[config.mk]
export PLATFORM = sky130hd
export DESIGN_NAME = nn_sequencer
export DESIGN_NICKNAME = d
export VERILOG_FILES = /design/src/rtl/nn_ctrl_pkg.sv /design/src/rtl/nn_step_counter.sv /design/src/rtl/nn_sequencer.sv
export SDC_FILE = /design/constraint.sdc
export NUM_CORES = 1
export LEC_CHECK = 0
export BUFFER_PORTS_ARGS = -buffer_cell sky130_fd_sc_hd__buf_2
export CORE_UTILIZATION = 35
export DETAILED_ROUTE_END_ITERATION = 16
export SLEW_MARGIN = 20
export SYNTH_ARGS = -nofsm -noshare
export SYNTH_HDL_FRONTEND = slang
export SYNTH_SLANG_ARGS = --single-unit
[constraint.sdc]
create_clock -name clk -period 3.1 [get_ports clk]
set_clock_uncertainty 0.1 [all_clocks]
set_input_delay 0.465 -clock clk [delete_from_list [all_inputs] [get_ports clk]]
set_output_delay 0.465 -clock clk [all_outputs]
set_load 0.02 [all_outputs]
[src/rtl/nn_ctrl_pkg.sv]
// Shared constants and state encoding for the two-layer NN inference sequencer.
package nn_ctrl_pkg;

  localparam int NN_N_PIX = 784;
  localparam int NN_N_HID = 56;
  localparam int NN_AW    = 10;

  typedef enum logic [2:0] {
    ST_IDLE,
    ST_CLEAR,
    ST_L1,
    ST_L2,
    ST_DRAIN,
    ST_DONE
  } nn_state_t;

  // Layer-2 weight rows are stored directly after the N_PIX layer-1 rows.
  function automatic int l2_base(input int n_pix);
    return n_pix;
  endfunction

  localparam int NN_L2_BASE = l2_base(NN_N_PIX);

endpackage

[src/rtl/nn_step_counter.sv]
// Clearable, enabled step counter; wraps to zero when it advances past 'last'.
module nn_step_counter #(
  parameter int AW = 10
) (
  input  logic          clk,
  input  logic          rst_n,
  input  logic          clear,
  input  logic          en,
  input  logic [AW-1:0] last,
  output logic [AW-1:0] count,
  output logic          tc
);

  assign tc = (count == last);

  always_ff @(posedge clk) begin
    if (!rst_n) begin
      count <= '0;
    end else if (clear) begin
      count <= '0;
    end else if (en) begin
      count <= tc ? '0 : count + 1'b1;
    end
  end

endmodule

[src/rtl/nn_sequencer.sv]
// Control sequencer for a pixel->hidden->output network: walks layer-1 and
// layer-2 weight rows and emits MUL/ADD strobes aligned to 1-cycle memory latency.
module nn_sequencer
  import nn_ctrl_pkg::*;
#(
  parameter int N_PIX = NN_N_PIX,
  parameter int N_HID = NN_N_HID,
  parameter int AW    = NN_AW
) (
  input  logic          clk,
  input  logic          rst_n,
  input  logic          start,
  output logic [AW-1:0] pix_addr,
  output logic [AW-1:0] wt_addr,
  output logic [5:0]    l1_sel,
  output logic          mul_0,
  output logic          add_0,
  output logic          mul_1,
  output logic          add_1,
  output logic          l1_en,
  output logic          out_en,
  output logic          clr,
  output logic          busy,
  output logic          done
);

  localparam logic [AW-1:0] L1_LAST = AW'(N_PIX - 1);
  localparam logic [AW-1:0] L2_LAST = AW'(N_HID - 1);
  localparam logic [AW-1:0] L2_BASE = AW'(l2_base(N_PIX));

  nn_state_t     state, state_next;
  logic [AW-1:0] step;
  logic [AW-1:0] step_last;
  logic          step_tc;
  logic          step_en;
  logic          step_clear;
  logic          l1_stb_q;
  logic          l2_stb_q;
  logic [5:0]    sel_q;

  // One counter serves both layers; it wraps to 0 on the L1 terminal count,
  // so L2 starts at j=0 without an extra clear cycle.
  nn_step_counter #(.AW(AW)) u_step (
    .clk   (clk),
    .rst_n (rst_n),
    .clear (step_clear),
    .en    (step_en),
    .last  (step_last),
    .count (step),
    .tc    (step_tc)
  );

  always_ff @(posedge clk) begin
    if (!rst_n) begin
      state    <= ST_IDLE;
      l1_stb_q <= 1'b0;
      l2_stb_q <= 1'b0;
      sel_q    <= '0;
    end else begin
      state    <= state_next;
      l1_stb_q <= (state == ST_L1);
      l2_stb_q <= (state == ST_L2);
      sel_q    <= (state == ST_L2) ? step[5:0] : 6'd0;
    end
  end

  always_comb begin
    state_next = state;
    step_en    = 1'b0;
    step_clear = 1'b0;
    step_last  = L1_LAST;
    pix_addr   = '0;
    wt_addr    = '0;
    clr        = 1'b0;
    done       = 1'b0;
    unique case (state)
      ST_IDLE: begin
        step_clear = 1'b1;
        if (start) state_next = ST_CLEAR;
      end
      ST_CLEAR: begin
        step_clear = 1'b1;
        clr        = 1'b1;
        state_next = ST_L1;
      end
      ST_L1: begin
        step_en  = 1'b1;
        pix_addr = step;
        wt_addr  = step;
        if (step_tc) state_next = ST_L2;
      end
      ST_L2: begin
        step_en   = 1'b1;
        step_last = L2_LAST;
        wt_addr   = L2_BASE + step;
        if (step_tc) state_next = ST_DRAIN;
      end
      ST_DRAIN: state_next = ST_DONE;
      ST_DONE: begin
        done       = 1'b1;
        state_next = ST_IDLE;
      end
      default: state_next = ST_IDLE;
    endcase
  end

  assign busy   = (state != ST_IDLE);
  assign mul_0  = l1_stb_q;
  assign add_0  = l1_stb_q;
  assign l1_en  = l1_stb_q;
  assign mul_1  = l2_stb_q;
  assign add_1  = l2_stb_q;
  assign out_en = l2_stb_q;
  assign l1_sel = sel_q;

endmodule

==> results of run 1 <==
## worst register-to-register path: cells and delay by family (launching register included)
family	cells	cell delay, ps
AOI/OAI and AO/OA	3	720
DFF	1	550
adders and majority gates	1	360
and+or+nand+nor	1	330
## layout by cell type (no fill, tap or decap), drive strengths merged
master | Yosys | routed
or3 | 1 | 1
clkinv | 1 | 2
nand2b | 3 | 3
and3b | 2 | 2
o21ai | 3 | 3
nand4 | 2 | 2
xnor2 | 1 | 1
a2111oi | 1 | 1
clkbuf | 5 | 3
or2 | 1 | 1
and2 | 5 | 5
o2111ai | 1 | 1
nor4 | 1 | 1
and4bb | 1 | 1
a211oi | 8 | 8
buf | 10 | 37
and4b | 1 | 1
nor3 | 5 | 5
a21oi | 4 | 4
nand3 | 4 | 4
a211o | 1 | 1
and3 | 18 | 18
and2b | 1 | 1
xor2 | 11 | 11
dfxtp | 21 | 21
mux2i | 2 | 2
nand2 | 8 | 8
o21a | 1 | 1
ha | 3 | 3
inv | 2 | 2
nor2 | 11 | 11
o211ai | 2 | 2
o311ai | 1 | 1
## power breakdown
group | internal, mW | switching [mW]
Combinational | 0.0166 | 0.0426
Sequential | 0.274 | 0.00859
Clock | 0.0481 | 0.0843
## logic make-up after synthesis
logic type                 Yosys count  share of synthesized area (%)
AOI/OAI and AO/OA                   22                           14.5
xor gates and xnor gates            12                           8.43
adders and majority gates            3                           3.01
buffers and inverters               18                           8.23
DFF                                 21                           33.7
muxes                                2                           2.61
and+or+nand+nor                     64                           29.5
## metal layers
| metal | vias to the layer above | track usage, % | part of all wire, % |
|---|---|---|---|
| met1 | 532 | 23.0 | 47 |
| li1 | 547 | - | - |
| met5 | - | 0 | 0 |
| met4 | 0 | 1.90 | 0.39 |
| met3 | 2 | 5.04 | 4.6 |
| met2 | 28 | 30.1 | 47 |
## cell type report
type | instances | share of cell area [%]
Tap cell | 46 | 4.04
Sequential cell | 21 | 29.5
Multi-Input combinational cell | 103 | 50.7
Clock inverter | 1 | 0.351
Clock buffer | 3 | 1.58
Timing Repair Buffer | 37 | 13.0
Inverter | 3 | 0.790
## sequential cells by signal, summed over array words and instances, names as in the netlist
register	cells
u_step.count	10
add_1	1
add_0	1
state	3
l1_sel	6
## synthesized netlist by cell type (2+ instances only)
cell type | number | area share [%]
buf_2 | 4 | 1.6
nor3_1 | 4 | 1.6
clkbuf_1 | 5 | 1.5
and3b_1 | 2 | 1.4
buf_4 | 4 | 2.4
buf_6 | 2 | 1.8
o21ai_0 | 2 | 0.80
a211oi_1 | 8 | 4.8
and3_2 | 4 | 2.4
ha_1 | 3 | 3.0
dfxtp_1 | 21 | 34
nand2b_1 | 3 | 1.5
and2_1 | 5 | 2.5
o211ai_1 | 2 | 1.2
inv_1 | 2 | 0.60
nand3_1 | 4 | 1.6
nor2_1 | 11 | 3.3
nand4_1 | 2 | 1.0
a21oi_1 | 4 | 1.6
and3_1 | 14 | 7.0
xor2_1 | 11 | 7.7
nand2_1 | 8 | 2.4
## final timing paths
check	slack (ps)	to	depth (start not counted)
max	550	wt_addr[9]	5
min	330	state[0]	3
max reg2reg	930	u_step.count[6]	5
min reg2reg	470	u_step.count[1]	2
## per-stage QoR
stage	std cells	util (%)	instance area (µm²)	hold WS (ps)	worst slack, ps
4_1_cts	214	42.4	1430	332	519
2_1_floorplan	142	-	1250	381	1230
6_report	214	42.4	1430	331	551
3_5_place_dp	210	41.6	1400	450	869
3_3_place_gp	210	41.6	1400	482	904
5_1_grt	214	42.4	1430	339	374
==> metrics.md, run 1 <==
| Metric | Value |
|---|---|
| Result of the run | finished clean |
| Launching element of the worst setup path | state[0] |
| Placeable core region | 3360 µm² |
| Final routed DRC violation total | 0 |
| Mean instance size in the synthesized netlist | 8.78 µm² |
| GRT Residual Overflow | 0 |
| Critical path class | reg -> out |
| Cell area after technology mapping | 1250 µm² |
| Number of register bits inferred by synthesis | 21 |
| Hold path startpoint | start |
| Crit path max fanout | 20 |
| Vias after detailed routing | 1,109 |
| Hold Vio Cnt, Final | 0 |
| Clock latency on the worst-skew pair | 300 ps |
| Placer Congestion | 0.820 |
| Clock H-tree levels | 1 |
| Area grow syn2layout | 14.4% |
| Combined area of the multi-input logic cells | 723 µm² |
| Max Slew Vio Count | 0 |
| Slowest-stage cell, CP | dfxtp_1 |
| Global Route Usage Sum | 17.7% |
| Sequential cell area in the final layout | 420 µm² |
| Post-route clock period utilization | just over 80% |
| WL/cell | 14.3 µm |
| TritonCTS sink count | 21 |
| Global-route wire length before repair | 4890 µm |
| Ys Warns | 0 |
| Power per standard cell area | 332 nW/µm² |
| Initial core utilization | between 30% and 40% |
| Peak supply drop | 214 µV |
| Critical path launch point type | flip-flop |
| Worst path arrival time | 1980 ps |
| RSZ-0062 raised after global routing | false |
| # nets final | ~180 |
| Via count of the first global-routing pass | 1,000 |
| Max Cap Viol | 0 |
| Initial antenna violation count | 0 |
| Critical path buffer and inverter count | 2 |
| Critical R2R Launch | state[2] |
| Total wire length | 3050 µm |
| Filler Cells Inserted | 371 |
| Die outline area | 3800 µm² |
| Number of cells produced by synthesis | 142 |
| Family with the most delay on the worst path | buffers and inverters |
| Number of antenna cells inserted | 0 |
| Number of vias per cell after detailed routing | 5.18 |
| Ports | 38 |
| Site row count | 21 |
| Post-CTS Hold Fix Bufs | 0 |
| Final total power | 0.474 mW |
| Top FF cell, synth | dfxtp_1 |
| Synthesized net count | 148 |
| CTS Buf Count | 3 |
| CP Cell Sequence | inv_1 -> a211o_1 -> xor2_1 -> nor2_1 -> buf_2 |
| Maximum buffer depth of the clock tree | 2 |
| Clock tree from TritonCTS | built |
| Clock root buffer master | clkbuf_4 |
| Chip width | between 60 and 70 µm |
| Final setup violating endpoints | 0 |
| Minimum period implied by the final worst setup slack | about 2500 ps |
| Crit. End Element | primary output |
| Antenna violation net count after detailed routing | 0 |
| Largest net degree at the start of global routing | 21 |
| Worst slew slack as a fraction of its limit | 61.3% |
| Number of synthesized flops with an enable pin | 0 |
| Share of flip-flops with an asynchronous set or reset after synthesis | 0% |
| P_leak | slightly below 0.7 nW |
| Worst-margin pin slew | between 500 and 600 ps |
| Max stage delay on crit path | 530 ps |
| Data required time at the worst endpoint | 2530 ps |
| Post-DP HPWL | 2190 µm |
| Post-route setup TNS | 0 ps |
| Initial drt markers | 31 |
| Total setup buffers inserted after CTS | 0 |
| Detailed-router iteration count before antenna repair | 4 |
| Post_cts resized | 0 |
| Worst Hold Class | in -> reg |
| Number of buffers inserted by port buffering | 37 |
| Max frequency | about 0.39 GHz |
| Fraction of layout instances using a drive strength above 1 | between 30% and 40% |
| Number of distinct standard cells referenced by the synthesized netlist | 39 |
| Die Y-Extent | roughly 62 µm |
| Part of the Yosys area used for sequential elements | about a third |
| Clock slew at reported path FFs | 120 ps |
Note: power is estimated with default switching activity, not from simulation.
==> inputs of run 2 (changes only) <==
==> constraint.sdc (replaced) <==
create_clock -name clk -period 2.5 [get_ports clk]
set_clock_uncertainty 0.1 [all_clocks]
set_input_delay 0.375 -clock clk [delete_from_list [all_inputs] [get_ports clk]]
set_output_delay 0.375 -clock clk [all_outputs]
set_load 0.02 [all_outputs]
==> run 2 against run 1 <==
Compared with the run above: combinational power grew 40%; clock power grew 30%; final area grew 1.5%; worst hold slack lost 77 ps; routed wire length grew 6.7%; critical path type unchanged; highest routed layer unchanged.
==> metrics.md, run 2 (synthesis results as in run 1) <==
| Metric | Value |
|---|---|
| Result of the run | finished clean |
| Ports | 38 (unchanged) |
| Clock latency on the worst-skew pair | 320 ps (+20 ps) |
| Number of vias per cell after detailed routing | 5.36 (+3.4%) |
| Number of antenna cells inserted | 0 (unchanged) |
| Post-DP HPWL | 2320 µm (+5.8%) |
| Portion of total power attributed to sequential cells | 57.7% (-1.9 points) |
| Register with the highest flop count | u_step.count |
| Sw Share | 29.0% (+0.44 points) |
| Commonest cells after routing, fill and taps aside | 37 x buf_2, 21 x dfxtp_1, 14 x and3_1 |
| Max Slew Vio Count | 0 (unchanged) |
| Internal power | 0.427 mW (+26%) |
| Final routed DRC violation total | 0 (unchanged) |
| Post_cts resized | 0 (unchanged) |
| # nets final | 178 (+1.7%) |
| Antenna violation net count after detailed routing | 0 (unchanged) |
| Via count of the first global-routing pass | 1,073 (+7.3%) |
| Die Y-Extent | 61.7 µm (unchanged) |
| Commonest non-fill, non-tap cell in the layout | buf_2 |
| Clock network fraction of design power | 28.6% (+0.6 points) |
| Critical path launch point type | flip-flop |
| Fraction of layout instances using a drive strength above 1 | 31.0% (+0.64 points) |
| Clock root buffer master | clkbuf_4 |
| Worst Hold Class | in -> reg |
| Largest net degree at the start of global routing | 18 (-14%) |
| Detailed-router iteration count before antenna repair | 4 (unchanged) |
| Maximum buffer depth of the clock tree | 2 (unchanged) |
| Peak supply drop | 137 µV (-36%) |
| Final total power | 0.601 mW (+27%) |
| Max Cap Viol | 0 (unchanged) |
| Total wire length | 3260 µm (+6.7%) |
| Total setup buffers inserted after CTS | 0 (unchanged) |
| WL/cell | 15.0 µm (+5.3%) |
| Post-CTS Hold Fix Bufs | 0 (unchanged) |
| Worst path arrival time | 1790 ps (-190 ps) |
| Initial antenna violation count | 0 (unchanged) |
| Area grow syn2layout | 16.1% |
| Minimum period implied by the final worst setup slack | 2260 ps |
| Clock slew at reported path FFs | 130 ps (about the same) |
| Initial core utilization | 37.1% (unchanged) |
| Worst-margin pin slew | 543 ps (-36.5 ps) |
| Post-route clock period utilization | 90.5% |
| P_leak | 0.685 nW (+1.8%) |
| Max frequency | 0.442 GHz |
| Initial drt markers | 91 (+190%) |
| Crit path max fanout | 9 (-55%) |
| GRT Residual Overflow | 0 (unchanged) |
| Global-route wire length before repair | 5280 µm (+7.9%) |
| Flip-flop count of the largest register, all copies and words added | 10 (unchanged) |
| Critical path class | reg -> out |
| Clock H-tree levels | 1 (unchanged) |
| Die outline area | 3800 µm² (unchanged) |
| Clock tree from TritonCTS | built |
| Chip width | 61.7 µm (unchanged) |
| Number of buffers inserted by port buffering | 37 (unchanged) |
| Site row count | 21 (unchanged) |
| Combinational fraction of design power | 13.7% (+1.2 points) |
| Final setup violating endpoints | 0 (unchanged) |
| TritonCTS sink count | 21 (unchanged) |
| Power per standard cell area | 416 nW/µm² (+25%) |
| CTS Buf Count | 3 (unchanged) |
| Vias after detailed routing | 1,163 (+4.9%) |
| Data required time at the worst endpoint | 2030 ps (-500 ps) |
| RSZ-0062 raised after global routing | false |
| Crit. End Element | primary output |
| Post-route setup TNS | 0 ps (unchanged) |
| Placer Congestion | 0.799 (-2.6%) |
| Worst slew slack as a fraction of its limit | 63.8% (+2.5 points) |
| Hold Vio Cnt, Final | 0 (unchanged) |
| Global Route Usage Sum | 19.6% (+1.9 points) |
| P_sw | 0.174 mW (+29%) |
| Placeable core region | 3360 µm² (unchanged) |
run 2: changes by cell type in the layout (fill, tap and decap cells not counted):
cell      delta
buf_4        +3
clkbuf_1     +1
clkinv_2     -1
run 2: per-stage QoR:
step	cells	area [µm²]	hold slack, ps	setup slack, ps	utilization, %
floorplan	142	1250	381	716	-
global placement	213	1420	479	470	42.2
detailed placement	213	1420	483	396	42.2
CTS	217	1450	247	231	43.0
global route	217	1450	255	69.9	43.0
finish	217	1450	254	237	43.0
run 2: final cells by class:
class	count	area, µm²
Clock buffer	4	26.3
Timing Repair Buffer	40	208
Multi-Input combinational cell	103	723
Inverter	3	11.3
Tap cell	46	57.6
Fill cell	357	1920
Sequential cell	21	420
run 2: worst paths after layout:
| kind | start | to | slack (ps) | depth (start not counted) |
|---|---|---|---|---|
| setup / recovery | u_step.count[4] | wt_addr[8] | 240 | 6 |
| hold / removal | start | state[0] | 250 | 3 |
| setup reg to reg | state[2] | u_step.count[8] | 370 | 5 |
| hold reg to reg | u_step.count[1] | u_step.count[1] | 490 | 2 |
run 2: per-layer routing:
layer	share of wire, %	vias to the layer above	wire [µm]	global-route usage, %
met5	0	-	0	0
li1	-	558	-	-
met3	7.9	2	256	5.04
met4	0.40	0	13	8.57
met1	41	549	1340	24.2
met2	51	54	1650	32.1
run 2: worst max-delay path, stage by stage, from the launching register on:
cell and delay, ps:
dfxtp_1 560, ha_1 260, and3_1 200, nor2_1 60
xnor2_1 120, nor2_1 90, buf_2 180
run 2: power groups by stage:
stage	sequential, mW	clock (mW)	combinational (mW)
6_report	0.347	0.172	0.0825
5_1_grt	0.348	0.191	0.0915
4_1_cts	0.346	0.172	0.0835
3_5_place_dp	0.354	0	0.0831
3_3_place_gp	0.353	0	0.0816
2_1_floorplan	0.351	0	0.0644
==> inputs of run 3 (changes only) <==
--- a/config.mk
+++ b/config.mk
@@ -8,6 +8,7 @@
 export BUFFER_PORTS_ARGS = -buffer_cell sky130_fd_sc_hd__buf_2
 export CORE_UTILIZATION = 35
 export DETAILED_ROUTE_END_ITERATION = 16
+export RECOVER_POWER = 100
 export SLEW_MARGIN = 20
 export SYNTH_ARGS = -nofsm -noshare
 export SYNTH_HDL_FRONTEND = slang
==> run 3 against run 2 <==
Compared with the run above: fmax decreased by 1.9%; sequential cell count unchanged; setup slack got worse by 43 ps; register-to-register slack about the same.
==> metrics.md, run 3 (synthesis results as in run 1) <==
| Metric | Value |
|---|---|
| Slowest-stage cell, CP | dfxtp_1 |
| Total setup buffers inserted after CTS | 0 (unchanged) |
| Post_cts resized | 0 (unchanged) |
| Maximum buffer depth of the clock tree | 2 (unchanged) |
| Initial core utilization | 37.1% (unchanged) |
| Post-DP HPWL | 2320 µm (unchanged) |
| Fraction of layout instances using a drive strength above 1 | 11.7% (-19 points) |
| Critical path buffer and inverter count | 1 (unchanged) |
| Minimum period implied by the final worst setup slack | 2310 ps (+43.4 ps) |
| Critical path launch point type | flip-flop |
| Worst slew slack as a fraction of its limit | 62.6% (-1.2 points) |
| Clock latency on the worst-skew pair | 320 ps (about the same) |
| Max Slew Vio Count | 0 (unchanged) |
| Worst Hold Class | in -> reg |
| Site row count | 21 (unchanged) |
| Initial antenna violation count | 0 (unchanged) |
| Critical R2R Launch | state[1] |
| Result of the run | finished clean |
| Worst path depth | 3 (-3) |
| Post-layout utilization of the core | 41.6% (-1.4 points) |
| Flip-flop count of the largest register, all copies and words added | 10 (unchanged) |
| Antenna violation net count after detailed routing | 0 (unchanged) |
| R2R Path End | state[1] |
| Largest net degree at the start of global routing | 18 (unchanged) |
| CP Cell Sequence | and2b_1 -> and3_1 -> clkbuf_1 |
| # nets final | 178 (unchanged) |
| Final setup violating endpoints | 0 (unchanged) |
| RSZ-0062 raised after global routing | false |
| Area grow syn2layout | 12.3% |
| Crit. End Element | primary output |
| Family with the most delay on the worst path | simple AND/OR/NAND/NOR gates |
| GRT Residual Overflow | 0 (unchanged) |
| Number of vias per cell after detailed routing | 5.33 (-0.52%) |
| Final routed DRC violation total | 0 (unchanged) |
| Die outline area | 3800 µm² (unchanged) |
| Initial drt markers | 70 (-23%) |
| Chip width | 61.7 µm (unchanged) |
| CTS Buf Count | 3 (unchanged) |
| Peak supply drop | 137 µV (+0.16%) |
| Commonest cells after routing, fill and taps aside | 33 x clkbuf_1, 21 x dfxtp_1, 14 x and3_1 |
| Worst setup margin | 193 ps (-43.4 ps) |
| Reg2reg path depth | 5 (unchanged) |
| Die Y-Extent | 61.7 µm (unchanged) |
| Vias after detailed routing | 1,157 (-0.52%) |
| Register with the highest flop count | u_step.count |
| Commonest non-fill, non-tap cell in the layout | clkbuf_1 |
| Max Cap Viol | 0 (unchanged) |
| Launching element of the worst setup path | state[1] |
| P_leak | 0.542 nW (-21%) |
| Worst-margin pin slew | 561 ps (+17.7 ps) |
| Via count of the first global-routing pass | 1,073 (unchanged) |
| Hold Vio Cnt, Final | 0 (unchanged) |
| Clock root buffer master | clkbuf_4 |
| Worst setup path end | pix_addr[5] |
| Global Route Usage Sum | 19.6% (unchanged) |
| Post-CTS Hold Fix Bufs | 0 (unchanged) |
| Data required time at the worst endpoint | 2030 ps (about the same) |
| Number of antenna cells inserted | 0 (unchanged) |
| Max stage delay on crit path | 560 ps (about the same) |
| Placer Congestion | 0.799 (unchanged) |
| Global-route wire length before repair | 5280 µm (unchanged) |
| Detailed-router iteration count before antenna repair | 4 (unchanged) |
| Placeable core region | 3360 µm² (unchanged) |
| Ports | 38 (unchanged) |
| Power per standard cell area | 428 nW/µm² (+3.0%) |
| Place WS | 396 ps (unchanged) |
| Critical path class | reg -> out |
| Slack of the worst reg-to-reg path | 370 ps (about the same) |
| WL/cell | 15.4 µm (+2.7%) |
| Number of buffers inserted by port buffering | 37 (unchanged) |
| TritonCTS sink count | 21 (unchanged) |
| Clock H-tree levels | 1 (unchanged) |
| Max frequency | 0.434 GHz (-1.9%) |
| Clock tree from TritonCTS | built |
| Worst path arrival time | 1830 ps (+40 ps) |
| Crit path max fanout | 17 (+8) |
| Post-route clock period utilization | 92.3% (+1.7 points) |
| Clock slew at reported path FFs | 110 ps (-20 ps) |
| Total wire length | 3350 µm (+2.7%) |
| Post-route setup TNS | 0 ps (unchanged) |
==> run 3: cell types whose count changed in the layout (fill, tap and decap cells not counted), sizes merged <==
cell    before  now
buf         40    5
clkbuf       4   39
==> run 3: final cells by class <==
cell class	count	area [µm²]
clock buffers	4	26.3
fillers	372	1960
inverters	3	11.3
multi-input cells	103	717
flip-flops and latches	21	420
well taps	46	57.6
repair buffers	40	168
==> run 3: power by group <==
part | internal [mW] | leakage, nW | switching, mW
registers | 0.339 | 0.170 | 0.00716
clock network | 0.0625 | 0.0150 | 0.111
logic | 0.0215 | 0.357 | 0.0579
total | 0.423 | 0.542 | 0.176
==> run 3: how the worst min path moves through the flow <==
stage	slack [ps]	start	endpoint	cells past startpoint
after global routing	270	start	state[0]	3
after floorplan	380	u_step.count[1]	u_step.count[1]	2
after CTS	250	start	state[0]	3
final	260	start	state[0]	3
after global placement	480	state[2]	state[1]	1
after detailed placement	480	u_step.count[1]	u_step.count[1]	2
==> run 3: stage by stage <==
step                      cell area [µm²]  power [mW]  hold WS (ps)  std cells
after floorplan                      1250       0.415           381        142
after global placement               1420       0.435           479        213
after detailed placement             1420       0.437           483        213
after CTS                            1450       0.602           247        217
after global routing                 1400       0.626           269        217
final                                1400       0.599           262        217
==> run 3: metal layers <==
metal | share of wire (%) | global-route usage [%] | vias up
li1 | - | - | 556
met1 | 44 | 24.2 | 549
met2 | 48 | 32.1 | 44
met3 | 6.1 | 5.04 | 8
met4 | 1.5 | 8.57 | 0
met5 | 0 | 0 | -
==> run 3: worst min-delay path, cell delays in order <==
cell and delay, ps:
buf_2 90, o211ai_1 80, o311ai_0 100
